**src/rtl/fwd_sel_ctrl.sv**
```systemverilog
// Forwarding-select and load-use hazard controller sitting between ID and the EX operand muxes.
// Optional build macro FWD_STATS_EN adds saturating stall/forward statistics counters.
module fwd_sel_ctrl #(
  parameter int REG_AW = 5
) (
  input  logic              clk,
  input  logic              rstn,
  input  logic              ext_stall,
  input  logic              flush,
  input  logic              id_valid,
  input  logic [REG_AW-1:0] id_rs1,
  input  logic [REG_AW-1:0] id_rs2,
  input  logic              id_use_rs1,
  input  logic              id_use_rs2,
  input  logic              id_alt_a,
  input  logic              id_alt_b,
  input  logic [REG_AW-1:0] id_rd,
  input  logic              id_we,
  input  logic              id_is_load,
  output logic [1:0]        fwd_a,
  output logic [1:0]        fwd_b,
  output logic              ex_valid,
  output logic [REG_AW-1:0] ex_rd,
  output logic              ex_we,
`ifdef FWD_STATS_EN
  output logic [31:0]       stall_cnt,
  output logic [31:0]       fwd_cnt,
`endif
  output logic              stall_id
);

  localparam logic [1:0] SEL_RF  = 2'b00;
  localparam logic [1:0] SEL_MEM = 2'b01;
  localparam logic [1:0] SEL_WB  = 2'b10;
  localparam logic [1:0] SEL_ALT = 2'b11;
  localparam logic [REG_AW-1:0] X0 = {REG_AW{1'b0}};

  // EX record lives on the output registers plus the load flag; MEM record is internal.
  logic              ex_load_r;
  logic              mem_valid_r;
  logic [REG_AW-1:0] mem_rd_r;
  logic              mem_we_r;

  logic [1:0]        sel_a_s;
  logic [1:0]        sel_b_s;
  logic              hazard_s;
  logic              bubble_s;

  // The EX-stage producer reaches MEM when the consumer reaches EX, hence 01; MEM producer -> WB gives 10.
  function automatic logic [1:0] op_sel(
    input logic              alt,
    input logic              use_rs,
    input logic [REG_AW-1:0] rs,
    input logic              exv,
    input logic              exwe,
    input logic [REG_AW-1:0] exrd,
    input logic              memv,
    input logic              memwe,
    input logic [REG_AW-1:0] memrd
  );
    logic [1:0] sel;
    if (alt) begin
      sel = SEL_ALT;
    end else if (use_rs && exv && exwe && (exrd != X0) && (exrd == rs)) begin
      sel = SEL_MEM;
    end else if (use_rs && memv && memwe && (memrd != X0) && (memrd == rs)) begin
      sel = SEL_WB;
    end else begin
      sel = SEL_RF;
    end
    return sel;
  endfunction

  // Operand selects, load-use detection and bubble decision from current ID inputs.
  always_comb begin
    sel_a_s  = op_sel(id_alt_a, id_use_rs1, id_rs1, ex_valid, ex_we, ex_rd,
                      mem_valid_r, mem_we_r, mem_rd_r);
    sel_b_s  = op_sel(id_alt_b, id_use_rs2, id_rs2, ex_valid, ex_we, ex_rd,
                      mem_valid_r, mem_we_r, mem_rd_r);
    hazard_s = ex_valid && ex_we && ex_load_r && (ex_rd != X0) &&
               ((id_use_rs1 && !id_alt_a && (id_rs1 == ex_rd)) ||
                (id_use_rs2 && !id_alt_b && (id_rs2 == ex_rd)));
    stall_id = hazard_s && id_valid && !flush;
    bubble_s = flush || stall_id || !id_valid;
  end

  // EX/MEM stage records and registered selects; everything holds while frozen.
  always_ff @(posedge clk or negedge rstn) begin
    if (!rstn) begin
      fwd_a       <= SEL_RF;
      fwd_b       <= SEL_RF;
      ex_valid    <= 1'b0;
      ex_rd       <= X0;
      ex_we       <= 1'b0;
      ex_load_r   <= 1'b0;
      mem_valid_r <= 1'b0;
      mem_rd_r    <= X0;
      mem_we_r    <= 1'b0;
    end else if (!ext_stall) begin
      mem_valid_r <= ex_valid;
      mem_rd_r    <= ex_rd;
      mem_we_r    <= ex_we;
      if (bubble_s) begin
        fwd_a     <= SEL_RF;
        fwd_b     <= SEL_RF;
        ex_valid  <= 1'b0;
        ex_rd     <= X0;
        ex_we     <= 1'b0;
        ex_load_r <= 1'b0;
      end else begin
        fwd_a     <= sel_a_s;
        fwd_b     <= sel_b_s;
        ex_valid  <= 1'b1;
        ex_rd     <= id_rd;
        ex_we     <= id_we;
        ex_load_r <= id_is_load;
      end
    end
  end

`ifdef FWD_STATS_EN
  logic [1:0]  fwd_inc_s;
  logic [32:0] fwd_sum_s;

  // Number of operands granted a pipeline forward when the instruction enters EX.
  always_comb begin
    fwd_inc_s = 2'd0;
    if (!bubble_s) begin
      fwd_inc_s = {1'b0, (sel_a_s == SEL_MEM) || (sel_a_s == SEL_WB)} +
                  {1'b0, (sel_b_s == SEL_MEM) || (sel_b_s == SEL_WB)};
    end else begin
      fwd_inc_s = 2'd0;
    end
    fwd_sum_s = {1'b0, fwd_cnt} + {31'd0, fwd_inc_s};
  end

  // Saturating statistics counters, advanced only on non-frozen edges.
  always_ff @(posedge clk or negedge rstn) begin
    if (!rstn) begin
      stall_cnt <= 32'd0;
      fwd_cnt   <= 32'd0;
    end else if (!ext_stall) begin
      if (stall_id && (stall_cnt != 32'hFFFF_FFFF)) begin
        stall_cnt <= stall_cnt + 32'd1;
      end
      fwd_cnt <= fwd_sum_s[32] ? 32'hFFFF_FFFF : fwd_sum_s[31:0];
    end
  end
`endif

endmodule

```
**config.mk**
```make
export PLATFORM = sky130hd
export DESIGN_NAME = fwd_sel_ctrl
export DESIGN_NICKNAME = d
export VERILOG_FILES = /design/src/rtl/fwd_sel_ctrl.sv
export SDC_FILE = /design/constraint.sdc
export NUM_CORES = 1
export LEC_CHECK = 0
export CORE_MARGIN = 2
export CORE_UTILIZATION = 40
export CTS_CLUSTER_DIAMETER = 200
export DETAILED_ROUTE_END_ITERATION = 12
export PLACE_DENSITY = 0.82
export SLEW_MARGIN = 20
export SYNTH_ARGS = -nofsm -noshare
export SYNTH_HDL_FRONTEND = slang
export SYNTH_SLANG_ARGS = --single-unit
```
**constraint.sdc**
```tcl
create_clock -name clk -period 6.12 [get_ports clk]
set_clock_uncertainty 0.1 [all_clocks]
set_input_delay 0.612 -clock clk [delete_from_list [all_inputs] [get_ports clk]]
set_output_delay 0.612 -clock clk [all_outputs]
set_load 0.03 [all_outputs]
```
==> results.sh, run 1 <==
export IMPL_drtPass1Iterations=4
export IMPL_core_area_sq_mm=0.002522
export IMPL_grt_pass1_vias=976
export IMPL_critPathCaptureType="output pin"
export IMPL_route_detailed_drc=0
export IMPL_wl_per_cell_um=14.62
export IMPL_setup_viol=0
export IMPL_drt_initial_drc_count=12
export IMPL_fin_crit_sh=0.6835
export IMPL_powerDensity_mw_per_mm2=184.0
export IMPL_hp_class="flop to flop"
export IMPL_cts_sinks=19
export IMPL_grt_overflow=0
export IMPL_die_y_um=55.93
export IMPL_wl_um=2544
export IMPL_place_inst=170
export IMPL_vdd_ir_drop_max_mv=0.1692
export IMPL_synth_area_sq_mm=0.001079
export IMPL_fmax_ghz=0.2391
export IMPL_worst_slew_pin_slew_ps=891.1
export IMPL_grt_util_all_layers=0.1711
export IMPL_max_cap_viol_count=0
export IMPL_tritoncts="done"
export IMPL_syn_avg_cell_area_sq_um=10.08
export IMPL_fillCellCount=228
export IMPL_dr_total_vias=918
export IMPL_drv_slew=0
export IMPL_hold_viol_final=0
export IMPL_arrival_ps=3470
export IMPL_row_count=18
export IMPL_final_cells=174
export IMPL_diodes=0
export IMPL_synth_fp_nets=133
export IMPL_area_growth_pct=38.17
export IMPL_grt_pass1_wl_um=4250
export IMPL_power_mw=0.2742
export IMPL_clock_latency_ps=290
export IMPL_status="complete, no violations"
export IMPL_rr_worst_depth=5
export IMPL_rr_endpoint="ex_rd[2]$_DFFE_PN0N_"
export IMPL_p_leak_nw=0.6129
export IMPL_die_w_um=55.93
export IMPL_hold_depth=2
export IMPL_ant_nets=0
export IMPL_htree_levels=1
export IMPL_hpwlAfterDp_um=2014
export IMPL_antenna_found_initial=0
export IMPL_cp_max_fo=13
export IMPL_cp_data_required_time_ps=5410
export IMPL_rrSetupSlack_ps=3670
export IMPL_yosysSeqAreaShare=0.4408
export IMPL_cts_setup_buffers=0
export IMPL_hold_path_end="fwd_b[0]$_DFFE_PN0N_"
export IMPL_critical_path_class="primary input to output pin"
export IMPL_clockBufferDepth=2
export IMPL_max_slew_margin=0.4049
export IMPL_clockRootBuffer="clkbuf_4"
export IMPL_gp_congestion=0.7276
export IMPL_start_kind="primary input"
export IMPL_synth_seq_cells=19
export IMPL_cts_hold_buf=0
export IMPL_grt_max_degree=21
export IMPL_start_util=0.4276
export IMPL_drive_above_1_share=0.09028
export IMPL_nets=171
export IMPL_boundaryPins=38
export IMPL_cts_made_buffers=3
export IMPL_yosysWarnings=0
export IMPL_finalCriticalPeriod_ps=4183
export IMPL_post_route_util=0.5908
export IMPL_rsz0062_at_grt="no"
export IMPL_cts_resized_gates=0
export IMPL_die_area_sq_mm=0.003128
export IMPL_finalSetupTns_ps=0
export IMPL_syn_inst=107
export IMPL_r2r_start="ex_rd[2]$_DFFE_PN0N_"
export IMPL_io_buffers=37
export IMPL_cts_reportedPaths_clkPinSlew_ps=100
export IMPL_vias_per_cell=5.276
export IMPL_hp_start="fwd_b[0]$_DFFE_PN0N_"
export IMPL_ys_types=25
-- flip-flops by register name, summed over array words and instances (netlist names) --
register     flops
mem_valid_r      1
fwd_a            2
mem_we_r         1
ex_rd            5
mem_rd_r         5
ex_we            1
ex_valid         1
ex_load_r        1
fwd_b            2
-- power breakdown --
part | internal, mW | switching (mW)
combinational | 0.0383 | 0.0313
clock | 0.0253 | 0.0351
sequential | 0.134 | 0.0106
-- layer usage --
layer	track usage	vias up	share of wire
met4	0.06122	0	0.0051
met2	0.3044	24	0.52
met1	0.2124	445	0.44
met3	0.02093	2	0.037
li1	-	447	-
met5	0	-	0
-- how the worst max path moves through the flow --
stage / startpoint / to / slack [ps] / cells after the start
detailed placement: id_rs1[2] / stall_id / 1950 / 7
global placement: id_rs1[3] / stall_id / 2050 / 7
finish: id_rs1[2] / stall_id / 1940 / 7
floorplan: ex_rd[3]$_DFFE_PN0N_ / stall_id / 3410 / 6
global route: id_rs1[2] / stall_id / 1880 / 7
CTS: id_rs1[2] / stall_id / 1940 / 7
-- cells in the final DEF (no fill, tap or decap), drive strengths merged --
cell type      count
nand3              1
dfrtp             19
clkbuf             4
xnor2             16
nor2b              1
o211ai             2
or3                3
a41oi              1
nor4               1
mux2               7
nand2             16
inv                8
or4                2
xor2               4
o31a               1
and2b              1
nor3               1
o21ai              1
nand4              3
clkdlybuf4s50     37
nor2               3
a211oi             1
o31ai             11
-- cell type report --
class | count | area (sq um) | area share
well taps | 30 | 37.54 | 0.02519
repair buffers | 37 | 370.4 | 0.2485
flip-flops and latches | 19 | 475.5 | 0.3191
inverters | 8 | 30.03 | 0.02015
clock buffers | 4 | 26.28 | 0.01763
multi-input cells | 76 | 550.5 | 0.3694
-- metrics by stage --
step / hold slack [ps] / instance area, sq um / worst slack [ps]
2_1_floorplan: 216.4 / 1079 / 3411
3_3_place_gp: 361.4 / 1464 / 2047
3_5_place_dp: 373.3 / 1464 / 1955
4_1_cts: 401.6 / 1490 / 1939
5_1_grt: 426.7 / 1490 / 1881
6_report: 392.6 / 1490 / 1937
-- synthesized netlist by cell type (all sizes together) --
master,n,area share
nand2,16,0.056
o31a,1,0.0081
a211oi,1,0.012
clkbuf,3,0.010
nand4,3,0.017
dfrtp,19,0.44
inv,8,0.028
o31ai,11,0.081
o21ai,1,0.0046
xor2,4,0.032
nor3,1,0.0046
or4,2,0.014
or3,3,0.017
buf,1,0.010
a41oi,1,0.0081
and2b,1,0.0070
mux2,7,0.073
xnor2,16,0.13
nand3,1,0.0046
nor2,3,0.010
nor4,1,0.0058
o211ai,2,0.019
nor2b,1,0.0058
-- cell families after synthesis --
logic type      Yosys count  synth area share
simple gates             32            0.1427
flops                    19            0.4408
compound gates           17            0.1322
mux                       7           0.07309
buf+inv                  12           0.04872
xor+xnor                 20            0.1624
-- worst max-delay path, cell delays in order --
cell             delay (ps)
clkdlybuf4s50_1         520
xnor2_1                 150
nand4_1                 130
or3_1                   380
a211oi_2                780
and2b_1                 220
clkdlybuf4s50_1         670
Note: power is estimated with default switching activity, not from simulation.
==> run 2, diff against run 1 <==
==> constraint.sdc (replaced) <==
create_clock -name clk -period 4.2 [get_ports clk]
set_clock_uncertainty 0.1 [all_clocks]
set_input_delay 0.42 -clock clk [delete_from_list [all_inputs] [get_ports clk]]
set_output_delay 0.42 -clock clk [all_outputs]
set_load 0.03 [all_outputs]
==> results.sh, run 2 (synthesis results as in run 1) <==
export IMPL_htree_levels=1
export IMPL_met1_usage=0.2253
export IMPL_ant_nets=0
export IMPL_grt_overflow=0
export IMPL_grt_util_all_layers=0.1734
export IMPL_clockRootBuffer="clkbuf_4"
export IMPL_boundaryPins=38
export IMPL_hold_viol_final=0
export IMPL_p_leak_nw=0.6183
export IMPL_wl_per_cell_um=13.91
export IMPL_grt_max_degree=21
export IMPL_max_cap_viol_count=0
export IMPL_fillCellCount=227
export IMPL_status="complete, no violations"
export IMPL_cts_made_buffers=3
export IMPL_max_slew_margin=0.4401
export IMPL_cpLargestDelayFamily="buffers and inverters"
export IMPL_crit_path_frequent_cell="clkdlybuf4s50_1"
export IMPL_start_kind="primary input"
export IMPL_wl_um=2434
export IMPL_cp_max_fo=13
export IMPL_busiest_layer="met2"
export IMPL_nets=172
export IMPL_preCtsSetupSlack_ps=863.0
export IMPL_critical_path_class="primary input to output pin"
export IMPL_drv_slew=0
export IMPL_powerDensity_mw_per_mm2=267.2
export IMPL_cts_hold_buf=0
export IMPL_die_area_sq_mm=0.003128
export IMPL_crit_buf_inv=3
export IMPL_vdd_ir_drop_max_mv=0.1981
export IMPL_grtUsageMet2=0.2959
export IMPL_area_growth_pct=38.86
export IMPL_grt_pass1_vias=967
export IMPL_crit_slowest_cell="clkdlybuf4s50_1"
export IMPL_hpwlAfterDp_um=1917
export IMPL_largest_registers="ex_rd (5), mem_rd_r (5)"
export IMPL_cp_slowest_stage_delay_ps=670
export IMPL_drive_above_1_share=0.09655
export IMPL_arrival_ps=2810
export IMPL_worst_slew_pin_slew_ps=837.2
export IMPL_hp_class="flop to flop"
export IMPL_setup_viol=0
export IMPL_core_area_sq_mm=0.002522
export IMPL_met3_usage=0.02326
export IMPL_drt_initial_drc_count=15
export IMPL_stdcell_area_sq_mm=0.001498
export IMPL_diodes=0
export IMPL_route_detailed_drc=0
export IMPL_row_count=18
export IMPL_cp_data_required_time_ps=3680
export IMPL_cp_cell_sequence="clkdlybuf4s50_1 > xnor2_1 > nand4_1 > or3_1 > a211oi_2 > buf_4 > and2b_1 > clkdlybuf4s50_1"
export IMPL_tritoncts="done"
export IMPL_antenna_found_initial=0
export IMPL_vias_per_cell=5.154
export IMPL_placed_area_sq_mm=0.001471
export IMPL_gp_congestion=0.7543
export IMPL_cts_resized_gates=0
export IMPL_clockBufferDepth=2
export IMPL_finalSetupTns_ps=0
export IMPL_timing_hold_ws_ps=395.2
export IMPL_setup_ws_ps=867.0
export IMPL_cts_sinks=19
export IMPL_grt_pass1_wl_um=4340
export IMPL_die_y_um=55.93
export IMPL_rsz0062_at_grt="no"
export IMPL_io_buffers=37
export IMPL_drtPass1Iterations=4
export IMPL_start_util=0.4276
export IMPL_critPathCaptureType="output pin"
export IMPL_final_cell_mix="37 x clkdlybuf4s50_1, 19 x dfrtp_1, 16 x xnor2_1, 16 x nand2_1, 10 x o31ai_1"
export IMPL_dr_total_vias=902
export IMPL_layout_commonest_cell="clkdlybuf4s50_1"
export IMPL_die_w_um=55.93
export IMPL_finalCriticalPeriod_ps=3333
export IMPL_cts_reportedPaths_clkPinSlew_ps=100
export IMPL_fin_crit_sh=0.7936
export IMPL_cts_setup_buffers=0
export IMPL_fmax_ghz=0.3000
export IMPL_clock_latency_ps=290
-- run 2: cell types whose count changed in the layout (fill, tap and decap cells not counted) --
| cell | change |
|---|---|
| buf_4 | +1 |
-- run 2: path summary, 6_finish.rpt --
path | from | to | slack [ps] | cells past startpoint
max in group asynchronous | rstn | ex_valid$_DFFE_PN0N_ | 2980 | 1
worst min-delay path | ex_load_r$_DFFE_PN0N_ | ex_load_r$_DFFE_PN0N_ | 400 | 2
worst max register to register | ex_rd[2]$_DFFE_PN0N_ | fwd_b[1]$_DFFE_PN0N_ | 2200 | 5
min in group asynchronous | rstn | mem_valid_r$_DFFE_PN0N_ | 500 | 1
worst max-delay path | id_rs1[3] | stall_id | 870 | 8
worst min register to register | ex_load_r$_DFFE_PN0N_ | ex_load_r$_DFFE_PN0N_ | 400 | 2
-- run 2: worst min-delay path, stage by stage, from the launching register on --
cell and delay (ps):
dfrtp_1 360, nand2_1 50, o31ai_1 50
-- run 2: cell type report --
type | count | area (sq um) | area share
multi-input combinational | 76 | 550.5 | 0.3676
sequential | 19 | 475.5 | 0.3175
timing repair buffer | 38 | 377.9 | 0.2523
tap | 30 | 37.54 | 0.02506
inverter | 8 | 30.03 | 0.02005
clock buffer | 4 | 26.28 | 0.01754
-- run 2: through the flow --
stage | cells | power, mW | utilization
after floorplan | 107 | 0.2620 | -
after global placement | 171 | 0.3118 | 0.5833
after detailed placement | 171 | 0.3145 | 0.5833
after CTS | 175 | 0.4048 | 0.5938
after global routing | 175 | 0.4201 | 0.5938
final | 175 | 0.4002 | 0.5938
-- run 2: metal layers --
| layer | share of wire | wire length, um | vias to the layer above |
|---|---|---|---|
| li1 | - | - | 447 |
| met1 | 0.45 | 1106 | 427 |
| met2 | 0.49 | 1196 | 24 |
| met3 | 0.043 | 104 | 4 |
| met4 | 0.011 | 26 | 0 |
| met5 | 0 | 0 | - |
-- run 2: power breakdown --
part	internal, mW	switching [mW]
sequential	0.195	0.0147
combinational	0.0559	0.0451
clock	0.0369	0.0529
total	0.288	0.113
==> run 3, diff against run 2 <==
--- a/config.mk
+++ b/config.mk
@@ -9,7 +9,7 @@
 export CORE_UTILIZATION = 40
 export CTS_CLUSTER_DIAMETER = 200
 export DETAILED_ROUTE_END_ITERATION = 12
-export PLACE_DENSITY = 0.82
+export PLACE_DENSITY = 0.85
 export SLEW_MARGIN = 20
 export SYNTH_ARGS = -nofsm -noshare
 export SYNTH_HDL_FRONTEND = slang
==> constraint.sdc (replaced) <==
create_clock -name clk -period 2.9 [get_ports clk]
set_clock_uncertainty 0.1 [all_clocks]
set_input_delay 0.29 -clock clk [delete_from_list [all_inputs] [get_ports clk]]
set_output_delay 0.29 -clock clk [all_outputs]
set_load 0.03 [all_outputs]
==> results.sh, run 3 (synthesis results as in run 1) <==
export IMPL_timing_hold_ws_ps=365.1
export IMPL_rr_worst_depth=5
export IMPL_drive_above_1_share=0.1164
export IMPL_hp_class="primary input to asynchronous set/reset pin"
export IMPL_start_util=0.4276
export IMPL_pwr_share_clk=0.223
export IMPL_grt_overflow=0
export IMPL_start_kind="flop"
export IMPL_dr_total_vias=920
export IMPL_swShare=0.2850
export IMPL_ant_nets=0
export IMPL_finalSetupTns_ps=0
export IMPL_rsz0062_at_grt="no"
export IMPL_clockRootBuffer="clkbuf_4"
export IMPL_placed_area_sq_mm=0.001476
export IMPL_cp_slowest_stage_delay_ps=480
export IMPL_area_growth_pct=39.44
export IMPL_cts_setup_buffers=0
export IMPL_p_seq_frac=0.523
export IMPL_die_area_sq_mm=0.003128
export IMPL_startpoint="ex_rd[4]$_DFFE_PN0N_"
export IMPL_cts_reportedPaths_clkPinSlew_ps=110
export IMPL_crit_slowest_cell="dfrtp_1"
export IMPL_cp_cell_sequence="xnor2_1 > nand4_1 > or3_1 > a211oi_2 > and2b_1 > buf_4"
export IMPL_wl_per_cell_um=14.08
export IMPL_cpLargestDelayFamily="simple AND/OR/NAND/NOR gates"
export IMPL_grt_pass1_wl_um=4160
export IMPL_core_area_sq_mm=0.002522
export IMPL_cp_num_cells=6
export IMPL_status="complete, no violations"
export IMPL_fin_crit_sh=0.8436
export IMPL_gp_congestion=0.7743
export IMPL_clock_latency_ps=290
export IMPL_critPathCaptureType="output pin"
export IMPL_fmax_ghz=0.4088
export IMPL_cp_max_fo=6
export IMPL_stdcell_area_sq_mm=0.001504
export IMPL_route_detailed_drc=0
export IMPL_internal_power_mw=0.4150
export IMPL_p_leak_nw=0.6279
export IMPL_powerDensity_mw_per_mm2=385.9
export IMPL_cts_hold_buf=0
export IMPL_grt_max_degree=21
export IMPL_cts_made_buffers=3
export IMPL_layout_commonest_cell="clkdlybuf4s50_1"
export IMPL_drv_slew=0
export IMPL_clockBufferDepth=2
export IMPL_grt_pass1_vias=976
export IMPL_drt_initial_drc_count=13
export IMPL_largest_registers="ex_rd (5), mem_rd_r (5)"
export IMPL_hold_viol_final=0
export IMPL_tritoncts="done"
export IMPL_hpwlAfterDp_um=2007
export IMPL_cp_data_required_time_ps=2510
export IMPL_diodes=0
export IMPL_crit_buf_inv=1
export IMPL_vdd_ir_drop_max_mv=0.2997
export IMPL_worst_slew_pin_slew_ps=830.6
export IMPL_wl_um=2478
export IMPL_antenna_found_initial=0
export IMPL_boundaryPins=38
export IMPL_setup_viol=0
export IMPL_cts_resized_gates=0
export IMPL_rrSetupSlack_ps=880
export IMPL_die_y_um=55.93
export IMPL_drtPass1Iterations=4
export IMPL_die_w_um=55.93
export IMPL_max_slew_margin=0.4445
export IMPL_fillCellCount=222
export IMPL_max_cap_viol_count=0
export IMPL_place_inst=172
export IMPL_final_cells=176
export IMPL_final_cell_mix="36 x clkdlybuf4s50_1, 19 x dfrtp_1, 16 x xnor2_1, 16 x nand2_1, 10 x o31ai_1"
export IMPL_nets=173
export IMPL_vias_per_cell=5.227
export IMPL_switchingPower_mw=0.1654
export IMPL_arrival_ps=2060
export IMPL_post_route_util=0.5962
export IMPL_cts_sinks=19
export IMPL_io_buffers=37
export IMPL_critical_path_class="flop to output pin"
export IMPL_htree_levels=1
export IMPL_power_frac_comb=0.255
export IMPL_r2r_start="ex_rd[1]$_DFFE_PN0N_"
export IMPL_grt_util_all_layers=0.1639
export IMPL_row_count=18
export IMPL_finalCriticalPeriod_ps=2446
export IMPL_rr_endpoint="fwd_b[1]$_DFFE_PN0N_"
run 3: cell types whose count changed in the layout (fill, tap and decap cells not counted):
cell             before  now
buf_4                 1    3
clkbuf_1              1    0
clkdlybuf4s50_1      37   36
clkinv_2              0    1
run 3: how the worst max path moves through the flow:
stage / end / slack (ps)
4_1_cts: stall_id / 440
2_1_floorplan: stall_id / 510
3_5_place_dp: stall_id / 470
6_report: stall_id / 450
5_1_grt: stall_id / 320
3_3_place_gp: stall_id / 500
run 3: through the flow:
step	power (mW)	setup slack, ps
after floorplan	0.3795	512.7
after global placement	0.4513	496.6
after detailed placement	0.4572	474.3
after CTS	0.5862	436.7
after global routing	0.6109	321.4
final	0.5804	453.6
run 3: area by class of cell:
cell class / count / area, sq um / share of cell area
clock buffer: 3 / 22.52 / 0.01498
clock inverter: 1 / 5.005 / 0.003328
inverter: 8 / 30.03 / 0.01997
multi-input combinational: 76 / 550.5 / 0.3661
sequential: 19 / 475.5 / 0.3161
tap: 30 / 37.54 / 0.02496
timing repair buffer: 39 / 382.9 / 0.2546
run 3: power by group through the flow:
stage	logic, mW	clock network (mW)	registers [mW]
final	0.148	0.129	0.303
after global routing	0.160	0.145	0.306
after CTS	0.150	0.133	0.303
after detailed placement	0.149	0	0.309
after global placement	0.144	0	0.307
after floorplan	0.0585	0	0.321
run 3: layer usage:
layer  GRT usage  vias up  share of wire
li1            -      452              -
met1      0.2145      441           0.46
met2      0.2874       27           0.49
met3     0.02093        0          0.050
met4     0.04082        0              0
met5           0        -              0
